<file path="config.mk">
export PLATFORM = sky130hd
export DESIGN_NAME = reg_bank_ctrl
export DESIGN_NICKNAME = d
export VERILOG_FILES = /design/src/rtl/reg_bank_pkg.sv /design/src/rtl/reg_bank_cell.sv /design/src/rtl/reg_bank_ctrl.sv
export SDC_FILE = /design/constraint.sdc
export NUM_CORES = 1
export LEC_CHECK = 0
export CORE_AREA = 2 2 636 638
export CTS_CLUSTER_DIAMETER = 120
export DETAILED_ROUTE_END_ITERATION = 12
export DIE_AREA = 0 0 638 640
export DONT_BUFFER_PORTS = 1
export SYNTH_ARGS = -nofsm -noshare
export SYNTH_HDL_FRONTEND = slang
export SYNTH_SLANG_ARGS = --single-unit
</file>
<file path="constraint.sdc">
create_clock -name i_clk -period 1.3 [get_ports i_clk]
set_input_delay 0.13 -clock i_clk [delete_from_list [all_inputs] [get_ports i_clk]]
set_output_delay 0.13 -clock i_clk [all_outputs]
set_load 0.05 [all_outputs]
</file>
<file path="src/rtl/reg_bank_pkg.sv">
// Shared definitions for the register bank: access modes, per-register mode
// lookup from the RO/W1C masks, and byte-strobe to bit-mask expansion.
package reg_bank_pkg;

    localparam int MAX_REGS   = 256;
    localparam int MAX_DATA_W = 256;
    localparam int MAX_STRB   = MAX_DATA_W / 8;

    typedef enum logic [1:0] {
        MODE_RW  = 2'd0,
        MODE_RO  = 2'd1,
        MODE_W1C = 2'd2
    } mode_e;

    // RO takes precedence only for robustness; overlapping masks are rejected at elaboration.
    function automatic mode_e mode_of(
        input int                    idx,
        input logic [MAX_REGS-1:0]   ro_mask,
        input logic [MAX_REGS-1:0]   w1c_mask
    );
        if (ro_mask[idx[7:0]]) begin
            return MODE_RO;
        end
        if (w1c_mask[idx[7:0]]) begin
            return MODE_W1C;
        end
        return MODE_RW;
    endfunction

    function automatic logic [MAX_DATA_W-1:0] lane_mask(input logic [MAX_STRB-1:0] wstrb);
        logic [MAX_DATA_W-1:0] m;
        m = '0;
        for (int b = 0; b < MAX_STRB; b++) begin
            m[8*b +: 8] = {8{wstrb[b]}};
        end
        return m;
    endfunction

endpackage

</file>
<file path="src/rtl/reg_bank_cell.sv">
// One register of the bank. The access mode selects plain storage with byte-lane
// merge, write-1-to-clear event storage, or a storage-free pass-through of hw_in.
module reg_bank_cell
    import reg_bank_pkg::*;
#(
    parameter int    DATA_W = 32,
    parameter mode_e MODE   = MODE_RW
) (
    input  logic              i_clk,
    input  logic              i_rst_n,
    input  logic              i_we,
    input  logic [DATA_W-1:0] i_wdata,
    input  logic [DATA_W-1:0] i_wmask,
    input  logic [DATA_W-1:0] i_hw_in,
    input  logic [DATA_W-1:0] i_hw_set,
    output logic [DATA_W-1:0] o_value
);

    generate
        if (MODE == MODE_RO) begin : g_ro
            logic w_unused;
            assign w_unused = ^{i_clk, i_rst_n, i_we, i_wdata, i_wmask, i_hw_set};
            assign o_value  = i_hw_in;
        end else if (MODE == MODE_W1C) begin : g_w1c
            logic [DATA_W-1:0] r_value;
            logic [DATA_W-1:0] w_clear;
            logic              w_unused;

            assign w_unused = ^i_hw_in;
            assign w_clear  = i_we ? (i_wdata & i_wmask) : '0;

            // Clear is applied first so a same-cycle hardware set always survives.
            always_ff @(posedge i_clk or negedge i_rst_n) begin
                if (!i_rst_n) begin
                    r_value <= '0;
                end else begin
                    r_value <= (r_value & ~w_clear) | i_hw_set;
                end
            end

            assign o_value = r_value;
        end else begin : g_rw
            logic [DATA_W-1:0] r_value;
            logic [DATA_W-1:0] w_update;
            logic              w_unused;

            assign w_unused = ^{i_hw_in, i_hw_set};
            assign w_update = i_we ? i_wmask : '0;

            always_ff @(posedge i_clk or negedge i_rst_n) begin
                if (!i_rst_n) begin
                    r_value <= '0;
                end else begin
                    r_value <= (r_value & ~w_update) | (i_wdata & w_update);
                end
            end

            assign o_value = r_value;
        end
    endgenerate

endmodule

</file>
<file path="src/rtl/reg_bank_ctrl.sv">
// Parametrised register bank with per-register access modes, byte strobes,
// a registered req/ack host port, a flattened register view and an event irq.
module reg_bank_ctrl
    import reg_bank_pkg::*;
#(
    parameter int                       ADDR_W   = 4,
    parameter int                       DATA_W   = 32,
    parameter logic [(2**ADDR_W)-1:0]   RO_MASK  = '0,
    parameter logic [(2**ADDR_W)-1:0]   W1C_MASK = '0
) (
    input  logic                           i_clk,
    input  logic                           i_rst_n,
    input  logic                           i_req,
    input  logic                           i_wr,
    input  logic [ADDR_W-1:0]              i_address,
    input  logic [DATA_W-1:0]              i_data_in,
    input  logic [DATA_W/8-1:0]            i_wstrb,
    output logic [DATA_W-1:0]              o_data_out,
    output logic                           o_ack,
    output logic                           o_err,
    output logic                           o_irq,
    input  logic [(2**ADDR_W)*DATA_W-1:0]  i_hw_in,
    input  logic [(2**ADDR_W)*DATA_W-1:0]  i_hw_set,
    output logic [(2**ADDR_W)*DATA_W-1:0]  o_chip_out
);

    localparam int N = 2 ** ADDR_W;
    localparam logic [MAX_REGS-1:0] RO_EXT  = MAX_REGS'(RO_MASK);
    localparam logic [MAX_REGS-1:0] W1C_EXT = MAX_REGS'(W1C_MASK);

    generate
        if ((RO_MASK & W1C_MASK) != '0) begin : g_bad_masks
            $error("reg_bank_ctrl: RO_MASK and W1C_MASK overlap");
        end
        if ((DATA_W % 8) != 0 || DATA_W > MAX_DATA_W || DATA_W < 8) begin : g_bad_width
            $error("reg_bank_ctrl: DATA_W must be a multiple of 8 in [8, 256]");
        end
        if (ADDR_W < 1 || ADDR_W > 8) begin : g_bad_addr
            $error("reg_bank_ctrl: ADDR_W must be in [1, 8]");
        end
    endgenerate

    logic [DATA_W-1:0] w_regs [N];
    logic [DATA_W-1:0] w_lane;
    logic [N-1:0]      w_irq_src;
    logic              w_wr_xfer;

    logic [DATA_W-1:0] r_data_out;
    logic              r_ack;
    logic              r_err;

    assign w_lane    = DATA_W'(lane_mask(MAX_STRB'(i_wstrb)));
    assign w_wr_xfer = i_req & i_wr;

    genvar gi;
    generate
        for (gi = 0; gi < N; gi++) begin : g_cell
            localparam mode_e CELL_MODE = mode_of(gi, RO_EXT, W1C_EXT);

            reg_bank_cell #(
                .DATA_W (DATA_W),
                .MODE   (CELL_MODE)
            ) u_cell (
                .i_clk    (i_clk),
                .i_rst_n  (i_rst_n),
                .i_we     (w_wr_xfer && (i_address == ADDR_W'(gi))),
                .i_wdata  (i_data_in),
                .i_wmask  (w_lane),
                .i_hw_in  (i_hw_in[gi*DATA_W +: DATA_W]),
                .i_hw_set (i_hw_set[gi*DATA_W +: DATA_W]),
                .o_value  (w_regs[gi])
            );

            assign o_chip_out[gi*DATA_W +: DATA_W] = w_regs[gi];

            if (CELL_MODE == MODE_W1C) begin : g_irq
                assign w_irq_src[gi] = |w_regs[gi];
            end else begin : g_no_irq
                assign w_irq_src[gi] = 1'b0;
            end
        end
    endgenerate

    // Reads sample the register view before this edge's update; writes keep the last read data.
    always_ff @(posedge i_clk or negedge i_rst_n) begin
        if (!i_rst_n) begin
            r_ack      <= 1'b0;
            r_err      <= 1'b0;
            r_data_out <= '0;
        end else begin
            r_ack <= i_req;
            r_err <= w_wr_xfer & RO_MASK[i_address];
            if (i_req && !i_wr) begin
                r_data_out <= w_regs[i_address];
            end
        end
    end

    assign o_data_out = r_data_out;
    assign o_ack      = r_ack;
    assign o_err      = r_err;
    assign o_irq      = |w_irq_src;

endmodule

</file>
Word level (Yosys, flattened, before mapping)

Memory sizes are Yosys's and may differ from the RTL's.
Cells that the tools add are included.

Bits in writable memories: 0
Memories: 1
Bits in latches: 0
Bits in registers: 546
ROM bits: 16
Output and inout bits: 547

Memory list:

| name            | words | width | rd ports | clocked after Yosys merged registers in | write ports | RTL line            | RTL |
|---|---|---|---|---|---|---|---|
| (no name shown) | 16    | 1     | 1        | 0                                       | 0           | reg_bank_ctrl.sv:92 | `r_err <= w_wr_xfer & RO_MASK[i_address];` |

Add/subtract/negate cells: 0
Bitwise operators: 67
Reduce and logical (&&, ||, !) cells: 19
Magnitude comparators: 2
Muxes and demuxes: 20
Div/mod/pow operators: 0
Eq/ne operators: 15
$mul: 0
Shifts and indexed selects: 0

Operators by type and width:

| operator           | count |
|---|---|
| $and 32x32->32     | 32 |
| $mux 32            | 18 |
| $not 32->32        | 16 |
| $or 32x32->32      | 16 |
| $bmux 32 s4        | 1 |
| $eq 4x4->1 const B | 8 |
| $logic_and 1x1->1  | 17 |
| $eq 4x3->1 const B | 4 |
| $eq 4x2->1 const B | 2 |
| $ge 5x5->1 const B | 1 |
| $lt 4x5->1 const B | 1 |
| $not 4->5          | 1 |
| $eq 4x1->1 const B | 1 |
| $logic_not 4->1    | 1 |
| $and 1x1->1        | 2 |
| $logic_not 1->1    | 1 |
| $mux 1             | 1 |

Longest topological paths before layout

Word-level depth: 6
Gate-level depth with buffers: 7
Gate-level depth less buffers: 4

Hierarchy

A second synthesis with hierarchy kept.

Cell total of the unflattened synthesis: 2186
Area total of the unflattened synthesis: 28354.7 um^2

Modules (own cells, without submodules):

| module        | cells each | seq. area each (um^2) | area each (um^2) | times used |
|---|---|---|---|---|
| reg_bank_cell | 99         | 800.8                 | 1427.6           | 16 |
| reg_bank_ctrl | 602        | 825.8                 | 5512.8           | 1 |

Worst setup path before layout

Ideal clock, no wire load.

Kind: input port to flip-flop
Start: in i_address[1]
End: reg r_data_out[0], in the netlist o_data_out[0]
Library setup time: 141 ps
Arrival: 1347 ps
Path buffers: 3
Cell stages on the path: 6
Setup slack: -188 ps
Cells stage by stage: buf_2 -> buf_2 -> clkbuf_1 -> mux4_2 -> o21ai_0 -> a31oi_1

Word-level cells in the longest chain between the ends: 4

Ends and longest elaborated chain:

| what                                        | RTL line            | RTL |
|---|---|---|
| start: declaration                          | reg_bank_ctrl.sv:15 | `input logic [ADDR_W-1:0] i_address,` |
| $not 4->5 (implied by the code)             | reg_bank_ctrl.sv:94 | `r_data_out <= w_regs[i_address];` |
| $bmux 32 s4                                 | reg_bank_ctrl.sv:94 |  |
| $mux 32 (implied by the code) (2 in series) | reg_bank_ctrl.sv:94 |  |
| end signal: assignment                      | reg_bank_ctrl.sv:94 |  |
| end: declaration                            | reg_bank_ctrl.sv:48 | `logic [DATA_W-1:0] r_data_out;` |

Every way passes these cells. The select of a mux whose other input is x is not followed.
A chain may end at the register's enable or synchronous reset.

==> flow_summary.ini <==
[status]
result_of_the_run = finished, violations left
violations_in_the_final_reports = negative hold slack, negative setup slack

[grt]
wire_length_of_the_first_global_routing_pass_um = 227000
pin_count_of_the_biggest_net_entering_global_routing = 229
globalRouteOverflowTotal = 0
antenna_found_initial = 32
number_of_global_route_vias_before_repair = 21350
track_usage = 0.0846

[cts]
cts_tree = built
inserted_clock_buffers = 69
max-clock-path-buffers = 3
worstSkewPairLatency_ps = 690
root_buffer = clkbuf_16
clock_net_sink_count = 545
clk_pin_slew_ps = 60
cts_max_level = 3

[die]
rows = 233
fp.dieW_um = 638
io_pins = 1615
fp.dieArea_um2 = 408000
floorplan.initialDensity = 0.0605
chipHeight_um = 640
core-area_um2 = 401000

[logic_synthesis]
post-synth-top-area-cell = dfrtp_1
synth_top_cell_area_share = 0.561
yosys_most_used_dff = dfrtp_1
synthCells = 1710
synth.yosys.warnings = 0
synth.avg_cell_area_um2 = 14.2
synth-seq-area-share = 0.561
synth_commonest_cells = dfrtp_1 (545), mux2_2 (505), mux2i_1 (192)
synth-seq-cells = 545
synth_cell_types = 32
synth_enable_flop_cells = 0
postSynth.asyncResetShare = 1.00
post_synth_main_area_contributors = dfrtp_1 (56%), mux2_2 (23%), mux2i_1 (7.9%), mux4_2 (3.0%), o22ai_1 (1.6%)
synth_area_um2 = 24300
post-synth-top-count-cell = dfrtp_1

[worst_setup_path]
critical_path_class = reg -> reg
critical_path_peak_fanout = 2
critPathArrivalTime_ps = 2620
worst_setup_path_end_kind = flip-flop
worst_ep_required_time_ps = 1840
worstSetupStartpointType = flip-flop

[timing]
final_hold_viol_count = 149
worst_slew_margin_rel = 0.282
finalSetupViolCount = 614
maxClockFrequency_mhz = 482
setup_tns_ps = -54840
tightest_pin_transition_ps = 1070
period_needed_ps = 2070
rsz0062_at_grt = true
slew_violations = 0
clock-skew-final_ps = 65.8
setup_ws_ps = -773
hold_slack_ps = -137
layout_worst_path_cycle_share = 1.59

[placed_design]
place_congestion = 0.873
dp.final_hpwl_um = 144000
placement.io_buffers = 0
dp_slack_ps = -1020

[pwr]
vdd_drop_max_mv = 1.11
pwr_per_cell_area_nw_per_um2 = 1450
leakage_nw = 18.9

[min_path]
min_path_type = in -> async

[drt]
routed_wire_length_per_instance_um = 22.5
via_per_inst = 2.56
initialDrtViolationCount = 1538
remaining_drc_errors = 0
drt_pass1_iterations = 5
dr_total_vias = 20585
drt.antenna.violating_nets = 0
detail_route.wirelength_um = 181000

[layout]
fin_nets = 3750
area_growth_syn_to_layout_pct = 85.5
fraction_of_final_layout_cells_with_drive_strength_greater_than_1 = 0.689
layout.filler_cells = 45107

[run]
maxCapViolCount = 0
[power by group]
group / leakage, nW / internal [W] / total (W) / switching, W
registers: 6.92 / 0.0194 / 0.0214 / 0.00197
logic: 10.9 / 0.00924 / 0.0247 / 0.0154
clock network: 1.10 / 0.0110 / 0.0196 / 0.00859
total: 18.9 / 0.0396 / 0.0656 / 0.0260
[cell usage in the layout (no fill, tap or decap), types with 62 or more instances in the layout]
master / n
mux2_2: 505
buf_6: 433
dfrtp_1: 356
buf_4: 313
mux2i_1: 191
dfrtp_2: 189
buf_12: 153
clkbuf_16: 73
nor2_1: 63
o22ai_1: 62
[through the flow]
stage | instance area (µm²) | std cells | utilization | power [W] | hold slack, ps
after floorplan | 24700 | 1711 | - | 0.0327 | -166
after global placement | 37200 | 7614 | 0.0925 | 0.0409 | -16.2
after detailed placement | 37200 | 7617 | 0.0928 | 0.0416 | -161
after CTS | 44500 | 7985 | 0.111 | 0.0661 | -187
after global routing | 45100 | 8027 | 0.112 | 0.0680 | -136
final | 45100 | 8038 | 0.112 | 0.0656 | -137
[area by class of cell]
type,count,area [µm²],share of cell area
diodes,13,32.5,0.000722
clock buffers,100,1920,0.0427
clock inverters,27,365,0.00810
inverters,1,3.75,0.0000833
multi-input cells,1060,10500,0.233
flip-flops and latches,545,13900,0.308
well taps,5287,6620,0.147
repair buffers,1005,11800,0.261
[worst paths after layout]
path	from	end	slack, ps	depth (start not counted)
min reg2reg	flip-flop	flip-flop	570	1
min	i_rst_n	async pin	-140	2
max in group asynchronous	i_rst_n	o_data_out[20]	90	3
max reg2reg	flip-flop	o_data_out[16]	-770	3
min in group i_clk	i_address[0]	o_data_out[27]	-100	3
max	flip-flop	o_data_out[16]	-770	3
[routing by layer]
metal,vias to the layer above,global-route usage,part of all wire
li1,8401,-,-
met2,1037,0.149,0.49
met3,325,0.0294,0.083
met1,10812,0.0936,0.37
met5,-,0,0.00038
met4,10,0.0305,0.047
[cell families (layout without fill, tap and decap cells)]
group                  count (synthesis)  after routing  share of synthesized area
muxes                                736            736                      0.346
DFF                                  545            545                      0.561
other                                  1             15                   0.000154
AOI/OAI and AO/OA                    160            160                     0.0434
and+or+nand+nor                      162            162                     0.0304
buffers and inverters                106           1133                     0.0188
[worst max-delay path: stages, from the launching register on]
cell,delay (ps)
dfrtp_2,410
mux4_2,460
o211ai_1,850
a31oi_1,180
[repair_timing]
action | in CTS | in global routing
hold buffers | 56 | 1
hold endpoints to repair | 696 | 90
setup buffers | 186 | 35
resized for setup | 752 | 54
pin swaps | 12 | 9
endpoints found under the setup margin | 563 | 1171
cloned | 0 | 3
No activity file was read; power rests on OpenSTA's default activity.
